File: src/rtl/bitcruncher_pkg.sv
// bitcruncher_pkg: definitions shared by the datapath and the control unit.
//   - Default data/address widths.
//   - Control-word bit positions (bit n of the control word is Cn).
//   - Flag bit positions inside the 4-bit {ZF, CF, OF, SF} flag vector.
//   - ALU operation encoding and the ALU select table.
//     The table is ordered from lowest to highest control bit, which is also
//     the arbitration order.
package bitcruncher_pkg;

    localparam int DEFAULT_DW = 16;
    localparam int DEFAULT_AW = 8;

    // Control word bit indices
    localparam int C_CAR_INC    = 0;
    localparam int C_CAR_LOAD   = 1;
    localparam int C_CAR_RESET  = 2;
    localparam int C_MBR_LD_MEM = 3;
    localparam int C_IR_LD      = 4;
    localparam int C_MAR_LD_MBR = 5;
    localparam int C_PC_INC     = 6;
    localparam int C_BR_LD      = 7;
    localparam int C_ACC_CLR    = 8;
    localparam int C_ADD        = 9;
    localparam int C_MAR_LD_PC  = 10;
    localparam int C_MEM_WE     = 11;
    localparam int C_MBR_LD_ACC = 12;
    localparam int C_SUB        = 13;
    localparam int C_PC_LD      = 14;
    localparam int C_MPY        = 15;
    localparam int C_DIV        = 16;
    localparam int C_SHL        = 17;
    localparam int C_SHR        = 18;
    localparam int C_AND        = 19;
    localparam int C_OR         = 20;
    localparam int C_NOT        = 21;

    // Flag vector layout: {ZF, CF, OF, SF}
    localparam int FLAG_ZF = 3;
    localparam int FLAG_CF = 2;
    localparam int FLAG_OF = 1;
    localparam int FLAG_SF = 0;

    typedef enum logic [3:0] {
        ALU_NONE,
        ALU_CLR,
        ALU_ADD,
        ALU_SUB,
        ALU_MPY,
        ALU_DIV,
        ALU_SHL,
        ALU_SHR,
        ALU_AND,
        ALU_OR,
        ALU_NOT
    } alu_op_e;

    // ALU selects in ascending control-bit order: entry 0 has highest priority.
    localparam int NUM_ALU_SEL = 9;
    localparam int ALU_SEL_BIT [NUM_ALU_SEL] = '{
        C_ADD, C_SUB, C_MPY, C_DIV, C_SHL, C_SHR, C_AND, C_OR, C_NOT
    };
    localparam alu_op_e ALU_SEL_OP [NUM_ALU_SEL] = '{
        ALU_ADD, ALU_SUB, ALU_MPY, ALU_DIV, ALU_SHL, ALU_SHR, ALU_AND, ALU_OR, ALU_NOT
    };

endpackage

File: src/rtl/bc_alu.sv
// bc_alu: purely combinational ALU for the bitcruncher datapath.
// Ports:
//   a         in  DW : accumulator operand (already forced to 0 by the caller if needed)
//   b         in  DW : BR operand
//   op        in     : operation select (alu_op_e)
//   result    out DW : new ACC value
//   mr_result out DW : new MR value (meaningful for MPY and DIV only)
//   flags     out 4  : {ZF, CF, OF, SF} for result
module bc_alu
    import bitcruncher_pkg::*;
#(
    parameter int DW = DEFAULT_DW
) (
    input  logic [DW-1:0]   a,
    input  logic [DW-1:0]   b,
    input  alu_op_e         op,
    output logic [DW-1:0]   result,
    output logic [DW-1:0]   mr_result,
    output logic [3:0]      flags
);

    logic [DW:0]     sum_ext;
    logic [DW:0]     diff_ext;
    logic [2*DW-1:0] prod;
    logic [DW:0]     shl_ext;
    logic [DW:0]     shr_ext;
    logic [4:0]      amt;
    logic            cf;
    logic            of;

    // One extra bit on each side of the shifter catches the last bit
    // shifted out. Amounts beyond the word width shift in zeros on both
    // the result and the carry.
    assign amt      = b[4:0];
    assign sum_ext  = {1'b0, a} + {1'b0, b};
    assign diff_ext = {1'b0, a} - {1'b0, b};
    assign prod     = (2*DW)'(a) * (2*DW)'(b);
    assign shl_ext  = {1'b0, a} << amt;
    assign shr_ext  = {a, 1'b0} >> amt;

    always_comb begin
        result    = '0;
        mr_result = '0;
        cf        = 1'b0;
        of        = 1'b0;
        case (op)
            ALU_CLR: result = '0;
            ALU_ADD: begin
                result = sum_ext[DW-1:0];
                cf     = sum_ext[DW];
                of     = (a[DW-1] == b[DW-1]) && (result[DW-1] != a[DW-1]);
            end
            ALU_SUB: begin
                result = diff_ext[DW-1:0];
                cf     = diff_ext[DW];   // borrow: a < b unsigned
                of     = (a[DW-1] != b[DW-1]) && (result[DW-1] != a[DW-1]);
            end
            ALU_MPY: begin
                result    = prod[DW-1:0];
                mr_result = prod[2*DW-1:DW];
                cf        = |prod[2*DW-1:DW];
                of        = |prod[2*DW-1:DW];
            end
            ALU_DIV: begin
                if (b == '0) begin
                    // Divide by zero: saturate the quotient, keep the dividend in MR.
                    result    = '1;
                    mr_result = a;
                    of        = 1'b1;
                end else begin
                    result    = a / b;
                    mr_result = a % b;
                end
            end
            ALU_SHL: begin
                result = shl_ext[DW-1:0];
                cf     = shl_ext[DW];
            end
            ALU_SHR: begin
                result = shr_ext[DW:1];
                cf     = shr_ext[0];
            end
            ALU_AND: result = a & b;
            ALU_OR:  result = a | b;
            ALU_NOT: result = ~b;
            default: result = '0;
        endcase

        flags          = '0;
        flags[FLAG_ZF] = (result == '0);
        flags[FLAG_CF] = cf;
        flags[FLAG_OF] = of;
        flags[FLAG_SF] = result[DW-1];
    end

endmodule

File: src/rtl/datapath.sv
// datapath: register-transfer datapath of the microprogrammed processor.
// Holds PC, MAR, MBR, IR, BR, ACC, MR and the registered ALU flags, and
// drives the single-port memory. One ALU operation per cycle.
// Ports:
//   clk             in  1  : clock, rising edge
//   rst_n           in  1  : asynchronous active-low reset
//   Control_Signals in  32 : control word, bit n = Cn
//   mem_rdata       in  DW : combinational memory read data for mem_addr
//   mem_addr        out AW : MAR
//   mem_wdata       out DW : MBR
//   mem_we          out 1  : C11 (memory write strobe)
//   IR_out          out 8  : IR register (opcode to the CU)
//   ALUflags        out 4  : registered {ZF, CF, OF, SF}
//   acc_out         out DW : ACC (debug)
//   pc_out          out AW : PC (debug)
module datapath
    import bitcruncher_pkg::*;
#(
    parameter int DW = DEFAULT_DW,
    parameter int AW = DEFAULT_AW
) (
    input  logic            clk,
    input  logic            rst_n,
    input  logic [31:0]     Control_Signals,
    input  logic [DW-1:0]   mem_rdata,
    output logic [AW-1:0]   mem_addr,
    output logic [DW-1:0]   mem_wdata,
    output logic            mem_we,
    output logic [7:0]      IR_out,
    output logic [3:0]      ALUflags,
    output logic [DW-1:0]   acc_out,
    output logic [AW-1:0]   pc_out
);

    logic [AW-1:0] pc_reg,    pc_next;
    logic [AW-1:0] mar_reg,   mar_next;
    logic [DW-1:0] mbr_reg,   mbr_next;
    logic [7:0]    ir_reg,    ir_next;
    logic [DW-1:0] br_reg,    br_next;
    logic [DW-1:0] acc_reg,   acc_next;
    logic [DW-1:0] mr_reg,    mr_next;
    logic [3:0]    flags_reg, flags_next;

    logic [NUM_ALU_SEL-1:0] alu_sel;
    alu_op_e                alu_op;
    logic [DW-1:0]          alu_a;
    logic [DW-1:0]          alu_result;
    logic [DW-1:0]          alu_mr;
    logic [3:0]             alu_flags;

    // Bits with no consumer inside this block: CAR controls belong to the CU,
    // C22-C31 are spare, and MR has no output port.
    logic unused_bits;
    assign unused_bits = ^{Control_Signals[31:C_NOT+1],
                           Control_Signals[C_CAR_RESET:C_CAR_INC], mr_reg};

    generate
        for (genvar gi = 0; gi < NUM_ALU_SEL; gi++) begin : g_alu_sel
            assign alu_sel[gi] = Control_Signals[ALU_SEL_BIT[gi]];
        end
    endgenerate

    // Lowest-numbered ALU select wins: scan downward so the last hit is the lowest.
    // C8 on its own clears ACC through the ALU so the flags follow the zero result.
    always_comb begin
        alu_op = ALU_NONE;
        for (int i = NUM_ALU_SEL - 1; i >= 0; i--) begin
            if (alu_sel[i]) begin
                alu_op = ALU_SEL_OP[i];
            end
        end
        if ((alu_op == ALU_NONE) && Control_Signals[C_ACC_CLR]) begin
            alu_op = ALU_CLR;
        end
    end

    assign alu_a = Control_Signals[C_ACC_CLR] ? '0 : acc_reg;

    bc_alu #(
        .DW        (DW)
    ) u_alu (
        .a         (alu_a),
        .b         (br_reg),
        .op        (alu_op),
        .result    (alu_result),
        .mr_result (alu_mr),
        .flags     (alu_flags)
    );

    // Every transfer reads pre-edge register values.
    always_comb begin
        mbr_next = mbr_reg;
        if (Control_Signals[C_MBR_LD_MEM]) begin
            mbr_next = mem_rdata;
        end else if (Control_Signals[C_MBR_LD_ACC]) begin
            mbr_next = acc_reg;
        end

        ir_next = Control_Signals[C_IR_LD] ? mbr_reg[DW-1 -: 8] : ir_reg;

        mar_next = mar_reg;
        if (Control_Signals[C_MAR_LD_MBR]) begin
            mar_next = mbr_reg[AW-1:0];
        end else if (Control_Signals[C_MAR_LD_PC]) begin
            mar_next = pc_reg;
        end

        pc_next = pc_reg;
        if (Control_Signals[C_PC_LD]) begin
            pc_next = mbr_reg[AW-1:0];
        end else if (Control_Signals[C_PC_INC]) begin
            pc_next = pc_reg + AW'(1);
        end

        br_next = Control_Signals[C_BR_LD] ? mbr_reg : br_reg;

        acc_next   = acc_reg;
        flags_next = flags_reg;
        mr_next    = mr_reg;
        if (alu_op != ALU_NONE) begin
            acc_next   = alu_result;
            flags_next = alu_flags;
            if ((alu_op == ALU_MPY) || (alu_op == ALU_DIV)) begin
                mr_next = alu_mr;
            end
        end
    end

    always_ff @(posedge clk or negedge rst_n) begin
        if (!rst_n) begin
            pc_reg    <= '0;
            mar_reg   <= '0;
            mbr_reg   <= '0;
            ir_reg    <= '0;
            br_reg    <= '0;
            acc_reg   <= '0;
            mr_reg    <= '0;
            flags_reg <= '0;
        end else begin
            pc_reg    <= pc_next;
            mar_reg   <= mar_next;
            mbr_reg   <= mbr_next;
            ir_reg    <= ir_next;
            br_reg    <= br_next;
            acc_reg   <= acc_next;
            mr_reg    <= mr_next;
            flags_reg <= flags_next;
        end
    end

    assign mem_addr  = mar_reg;
    assign mem_wdata = mbr_reg;
    assign mem_we    = Control_Signals[C_MEM_WE];
    assign IR_out    = ir_reg;
    assign ALUflags  = flags_reg;
    assign acc_out   = acc_reg;
    assign pc_out    = pc_reg;

endmodule

File: config.mk
export PLATFORM = sky130hd
export DESIGN_NAME = datapath
export DESIGN_NICKNAME = d
export VERILOG_FILES = /design/src/rtl/bitcruncher_pkg.sv /design/src/rtl/bc_alu.sv /design/src/rtl/datapath.sv
export SDC_FILE = /design/constraint.sdc
export NUM_CORES = 1
export LEC_CHECK = 0
export ABC_AREA = 1
export BUFFER_PORTS_ARGS = -buffer_cell sky130_fd_sc_hd__buf_2
export CAP_MARGIN = 40
export CELL_PAD_IN_SITES_DETAIL_PLACEMENT = 1
export CELL_PAD_IN_SITES_GLOBAL_PLACEMENT = 1
export CORE_ASPECT_RATIO = 0.75
export CORE_MARGIN = 2
export CORE_UTILIZATION = 51
export CTS_CLUSTER_SIZE = 10
export DETAILED_ROUTE_END_ITERATION = 6
export HOLD_SLACK_MARGIN = 0.1
export PLACE_DENSITY_LB_ADDON = 0.1
export SLEW_MARGIN = 25
export SYNTH_ARGS = -nofsm -noshare
export SYNTH_HDL_FRONTEND = slang
export SYNTH_SLANG_ARGS = --single-unit
File: constraint.sdc
create_clock -name clk -period 36.1 [get_ports clk]
set_input_delay 5.415 -clock clk [delete_from_list [all_inputs] [get_ports clk]]
set_output_delay 5.415 -clock clk [all_outputs]
set_load 0.03 [all_outputs]
==> results of run 1 <==
[cell type report]
class	instances	share of cell area (%)
antenna	2	0.0207
clock buffer	11	1.00
clock inverter	4	0.114
inverter	566	8.88
multi-input combinational	2523	75.2
sequential	75	7.77
tap	578	2.99
timing repair buffer	153	4.07
[routing by layer]
metal / share of wire (%) / vias to the layer above
met4: 4.5 / 2
met5: 0.10 / -
met1: 42 / 11900
met2: 43 / 1250
met3: 10 / 336
li1: - / 10700
[what timing repair did]
action | in CTS | in global routing
buffers inserted | 0 | 14
setup endpoints to repair | 0 | 2
gates resized for setup | 0 | 4
[through the flow]
step,cell area [sq um],hold WS (ns),cells,setup slack (ns),util (%)
floorplan,22700,0.626,3262,9.07,-
global placement,23600,0.462,3872,2.86,54.2
detailed placement,23700,0.474,3876,1.45,54.4
CTS,24000,0.497,3891,1.73,55.0
global route,24200,0.517,3910,0.0380,55.4
finish,24200,0.497,3912,2.35,55.4
[worst max-delay path, delay by kind of cell]
family                     cells  cell delay (ns)
adders and majority gates     16             5.04
AOI/OAI and AO/OA             34             5.71
buffers and inverters         31             4.38
and+or+nand+nor              108            13.38
[cells in the final DEF (no fill, tap or decap), types with 12 or more instances in the layout]
master    synthesis  layout
nand2_1         641     641
inv_1           501     498
nor2_1          314     314
ha_1            294     294
fa_1            196     196
a21oi_1         184     184
nand3_1         154     153
o21ai_0         136     136
buf_2            15      96
dfrtp_1          75      75
o21ai_1          66      66
xor2_1           62      62
nand3_2          57      58
buf_4            14      50
inv_2            44      45
nor3_1           42      42
nand2_2          33      33
or2_2            33      33
o22ai_1          31      31
nand4_1          25      25
xnor2_1          22      22
o211ai_1         22      22
nor4_1           20      20
and2_1           18      18
clkinv_1         16      15
o221ai_1         15      15
a211oi_1         14      14
o21ai_2          12      12
[cells by family after synthesis]
group                      Yosys count  synth area share (%)
adders and majority gates          490                  33.5
xor gates and xnor gates            84                  3.24
and+or+nand+nor                   1393                  28.8
DFF                                 75                  8.28
muxes                               13                 0.607
AOI/OAI and AO/OA                  543                  13.9
buffers and inverters              664                  11.7
[worst max-delay path by stage]
stage                              end  slack (ns)  cells past startpoint
3_5_place_dp   ALUflags[3]$_DFFE_PN0P_        1.45                    182
6_report       ALUflags[3]$_DFFE_PN0P_        2.35                    189
3_3_place_gp   ALUflags[3]$_DFFE_PN0P_        2.86                    182
5_1_grt        ALUflags[3]$_DFFE_PN0P_        0.04                    189
4_1_cts        ALUflags[3]$_DFFE_PN0P_        1.73                    182
2_1_floorplan  ALUflags[3]$_DFFE_PN0P_        9.07                    190
==> metrics.md, run 1 <==
| Metric | Value |
|---|---|
| GR Overflow Total | `0` |
| GPL Wtd Cong | `0.990` |
| Clk root buf | `clkbuf_16` |
| Worst r2r src | `br_reg[7]$_DFFE_PN0P_` |
| Core Area | `0.0436 sq mm` |
| Clk sinks | `between 70 and 80` |
| Vias in the first global route | `25700` |
| Final WL | `98800 um` |
| R2r setup slk | `7.19 ns` |
| Maximum number of pins on one net before global-route repair | `53` |
| Final Max Slew Viols | `0` |
| Syn Inst Count | `3262` |
| Via/cell ratio | `6.17` |
| M2 GR Usage | `65.3%` |
| Hold Crit Class | `flip-flop to flip-flop` |
| Post-synthesis cell area | `0.0227 sq mm` |
| Critical Path Fanout Max | `18` |
| Hold Path Stages | `2` |
| Initial antenna violation count | `3` |
| CTS tree | `done` |
| EDFF count, synth | `0` |
| WS Path Type | `input pin to flip-flop` |
| CTS Buf Count | `9` |
| TNS Setup | `0 ns` |
| Hold EP | `ALUflags[3]$_DFFE_PN0P_` |
| CP max stage delay | `0.58 ns` |
| Reg-to-reg endpoint | `ALUflags[3]$_DFFE_PN0P_` |
| R2R depth | `184` |
| GRT Total Usage | `roughly 43%` |
| Initial cell density of the core | `52.0%` |
| Die Height | `187 um` |
| Prevailing post-synth register cell | `dfrtp_1` |
| Dominant cell type by area after synthesis | `fa_1` |
| Crit share post-route | `93.5%` |
| Net count reported at finish | `3868` |
| Worst-Skew Late Latency | `0.35 ns` |
| First drt pass iteration count | `5` |
| Area Overhead vs Synth | `6.60%` |
| Most frequent cell after synthesis | `nand2_1` |
| RSZ-0062 raised after global routing | `no` |
| Syn_area_per_cell | `6.95 sq um` |
| Site Rows | `66` |
| # H-tree levels | `3` |
| Critical Path Source | `Control_Signals[8]` |
| Slowest CP cell | `nor4_1` |
| Port bufs | `95` |
| Die ar. | `roughly 0.046 sq mm` |
| Crit path arrival time | `about 34 ns` |
| Commonest cells post-synth | `nand2_1 (641), inv_1 (501), nor2_1 (314), ha_1 (294), fa_1 (196)` |
| Sequential cell area | `0.00188 sq mm` |
| Setup Skew | `0.00907 ns` |
| # setup viols final | `0` |
| Post-DP HPWL | `76500 um` |
| Syn nets | `3802` |
| Yosys reg bits | `75` |
| Multi-input logic area | `0.0182 sq mm` |
| Hold path start | `ALUflags[3]$_DFFE_PN0P_` |
| Slew @ Worst Pin | `roughly 0.88 ns` |
| Synth warnings | `0` |
| GR Util met3 | `between 10% and 20%` |
| Wire per inst | `~25 um` |
| Slew margin rel. | `41.5%` |
| Synth top area share | `around 17%` |
| Grt met1 use | `57.7%` |
| Routed via count | `24200` |
| Most Crowded Layer GR | `met2` |
| Min cycle time layout | `33.75 ns` |
| Clock Path Buffers | `2` |
| Cell variety after synth | `69` |
| Global-route wire length before repair | `151000 um` |
| Max Cap Violations | `0` |
| Worst-path clk slew | `about 0.060 ns` |
| Layout cells sized above 1 | `between 10% and 20%` |
| Synth area leaders | `fa_1 (17%), ha_1 (16%), nand2_1 (11%), inv_1 (8.3%), dfrtp_1 (8.3%)` |
| Fmax | `29.6 MHz` |
| Post-synthesis sequential area ratio | `between 8 and 9%` |
| Critical Path RT | `36.38 ns` |
| I/O Pins | `111` |
| Worst path most repeated cell | `nand2_1` |
| FILL cells | `5835` |
| Residual DRC | `0` |
| Startpoint types | `input pin` |
| Post-CTS Hold Buffers | `0` |
| Antenna viol nets, final | `0` |
| 1st-iter DRT viols | `2314` |
| Die width | `247 um` |
| Ys async rst share | `100%` |
| Fin. Hold Viols | `0` |
| Status | `finished clean` |
| CP endpoint kind | `flip-flop` |
Power of run 1 is left out: the tool's default activity adds up to more than one toggle a clock period on the data nets, which glitch-free logic cannot reach.
==> inputs of run 2 (changes only) <==
- MAX_ROUTING_LAYER: not set -> met4
==> run 2 against run 1 <==
Fmax about the same. Critical path depth decreased by 5. Cell count is 0.15% lower. Global-route usage up 0.76 points. Core utilization decreased by 0.25 points. Critical path type unchanged. Critical endpoint unchanged.
==> metrics.md, run 2 (synthesized netlist as in run 1, its figures left out) <==
| Metric | Value |
|---|---|
| Status | `finished clean` |
| Clk root buf | `clkbuf_16` |
| Die Height | `187 um` |
| Die ar. | `0.0462 sq mm` |
| CP endpoint kind | `flip-flop` |
| I/O Pins | `about 110` |
| Port bufs | `95` |
| Via/cell ratio | `6.14` |
| TNS Setup | `0 ns` |
| Post-DP HPWL | `77600 um` |
| Vias in the first global route | `25400` |
| Commonest cells after routing, fill and taps aside | `nand2_1 (641), inv_1 (499), nor2_1 (314)` |
| Global-route wire length before repair | `~150000 um` |
| Layout cells sized above 1 | `12.2%` |
| Net count reported at finish | `between 3000 and 4000` |
| Max Cap Violations | `0` |
| Slew margin rel. | `40.8%` |
| Final Max Slew Viols | `0` |
| Wire per inst | `25.3 um` |
| Worst path most repeated cell | `nand2_1` |
| Slowest CP cell | `nor4_1` |
| Core Area | `0.0436 sq mm` |
| Maximum number of pins on one net before global-route repair | `49` |
| Crit path arrival time | `~34 ns` |
| Critical Path RT | `36.37 ns` |
| Clk sinks | `75` |
| CTS Buf Count | `9` |
| Setup ws final | `2.34 ns` |
| Fin. Hold Viols | `0` |
| Antenna viol nets, final | `0` |
| Site Rows | `66` |
| GR Overflow Total | `0` |
| Setup Skew | `0.00613 ns` |
| # setup viols final | `0` |
| Worst-path clk slew | `0.06 ns` |
| Initial antenna violation count | `4` |
| CP max stage delay | `~0.48 ns` |
| Slew @ Worst Pin | `0.879 ns` |
| FILL cells | `5801` |
| Routed via count | `approximately 24000` |
| Die width | `247 um` |
| 1st-iter DRT viols | `a little over 2000` |
| Residual DRC | `0` |
| Startpoint types | `input pin` |
| Initial cell density of the core | `52.0%` |
| Clock Path Buffers | `2` |
| Commonest non-fill, non-tap cell in the layout | `nand2_1` |
| CTS tree | `done` |
| Post-Place Setup Slack | `1.40 ns` |
| Hold Crit Class | `flip-flop to flip-flop` |
| First drt pass iteration count | `5` |
| Final WL | `approximately 100000 um` |
| Fmax | `between 20 and 30 MHz` |
| # H-tree levels | `3` |
| Min cycle time layout | `roughly 34 ns` |
| Worst hold margin | `0.506 ns` |
| Crit share post-route | `between 90 and 100%` |
| GRT Total Usage | `43.5%` |
| Critical Path Fanout Max | `18` |
| Worst-Skew Late Latency | `0.34 ns` |
| Area Overhead vs Synth | `6.12%` |
| GPL Wtd Cong | `around 1.1` |
| WS Path Type | `input pin to flip-flop` |
## run 2: cell types whose count changed in the layout (fill, tap and decap cells not counted), moves of 2 or more
cell      delta
buf_8        +2
clkbuf_4     -2
diode_2      +2
buf_16       -3
buf_4        -5
## run 2: repair_timing
| item | 4_1_cts | 5_1_grt |
|---|---|---|
| hold buffers | 0 | 0 |
| endpoints found under the hold margin | 0 | 0 |
| gates resized for setup | 0 | 2 |
| setup buffers | 0 | 7 |
| endpoints found under the setup margin | 0 | 2 |
## run 2: path summary, 6_finish.rpt
check,depth (start not counted),slack (ns),startpoint,end
worst max-delay path,184,2.34,Control_Signals[8],ALUflags[3]$_DFFE_PN0P_
worst min-delay path,2,0.51,ALUflags[2]$_DFFE_PN0P_,ALUflags[2]$_DFFE_PN0P_
worst max register to register,178,7.14,br_reg[7]$_DFFE_PN0P_,ALUflags[3]$_DFFE_PN0P_
worst min register to register,2,0.51,ALUflags[2]$_DFFE_PN0P_,ALUflags[2]$_DFFE_PN0P_
max in group asynchronous,2,30.49,rst_n,acc_out[3]$_DFFE_PN0P_
min in group asynchronous,1,5.02,rst_n,mem_addr[7]$_DFFE_PN0P_
## run 2: cell type report
| type | instances | area [sq um] | area share, % |
|---|---|---|---|
| Tap cell | 578 | 723 | 3.01 |
| Inverter | 566 | 2140 | 8.90 |
| Timing Repair Buffer | 145 | 895 | 3.72 |
| Multi-Input combinational cell | 2523 | 18200 | 75.4 |
| Antenna cell | 4 | 10.0 | 0.0416 |
| Clock buffer | 10 | 229 | 0.952 |
| Clock inverter | 5 | 31.3 | 0.130 |
| Sequential cell | 75 | 1880 | 7.80 |
## run 2: per-layer routing
metal,track usage [%],share of wire [%],up-vias
met3,9.65,10,256
li1,-,-,10700
met2,65.6,44,1214
met4,14.4,3.8,0
met5,-,0,-
met1,57.6,42,11800
## run 2: per-stage QoR
| step | cell area, sq um | instances | util (%) |
|---|---|---|---|
| finish | 24100 | 3906 | 55.2 |
| global route | 24100 | 3906 | 55.2 |
| CTS | 24000 | 3893 | 54.9 |
| detailed placement | 23700 | 3878 | 54.3 |
| global placement | 23600 | 3873 | 54.2 |
| floorplan | 22700 | 3262 | - |
## run 2: critical path: cells and delay by family
kind	cells	cell delay [ns]
fa+ha+maj	16	5.05
simple gates	105	13.08
compound gates	36	6.38
buf+inv	27	3.98
Power of run 2 is left out for the same reason.
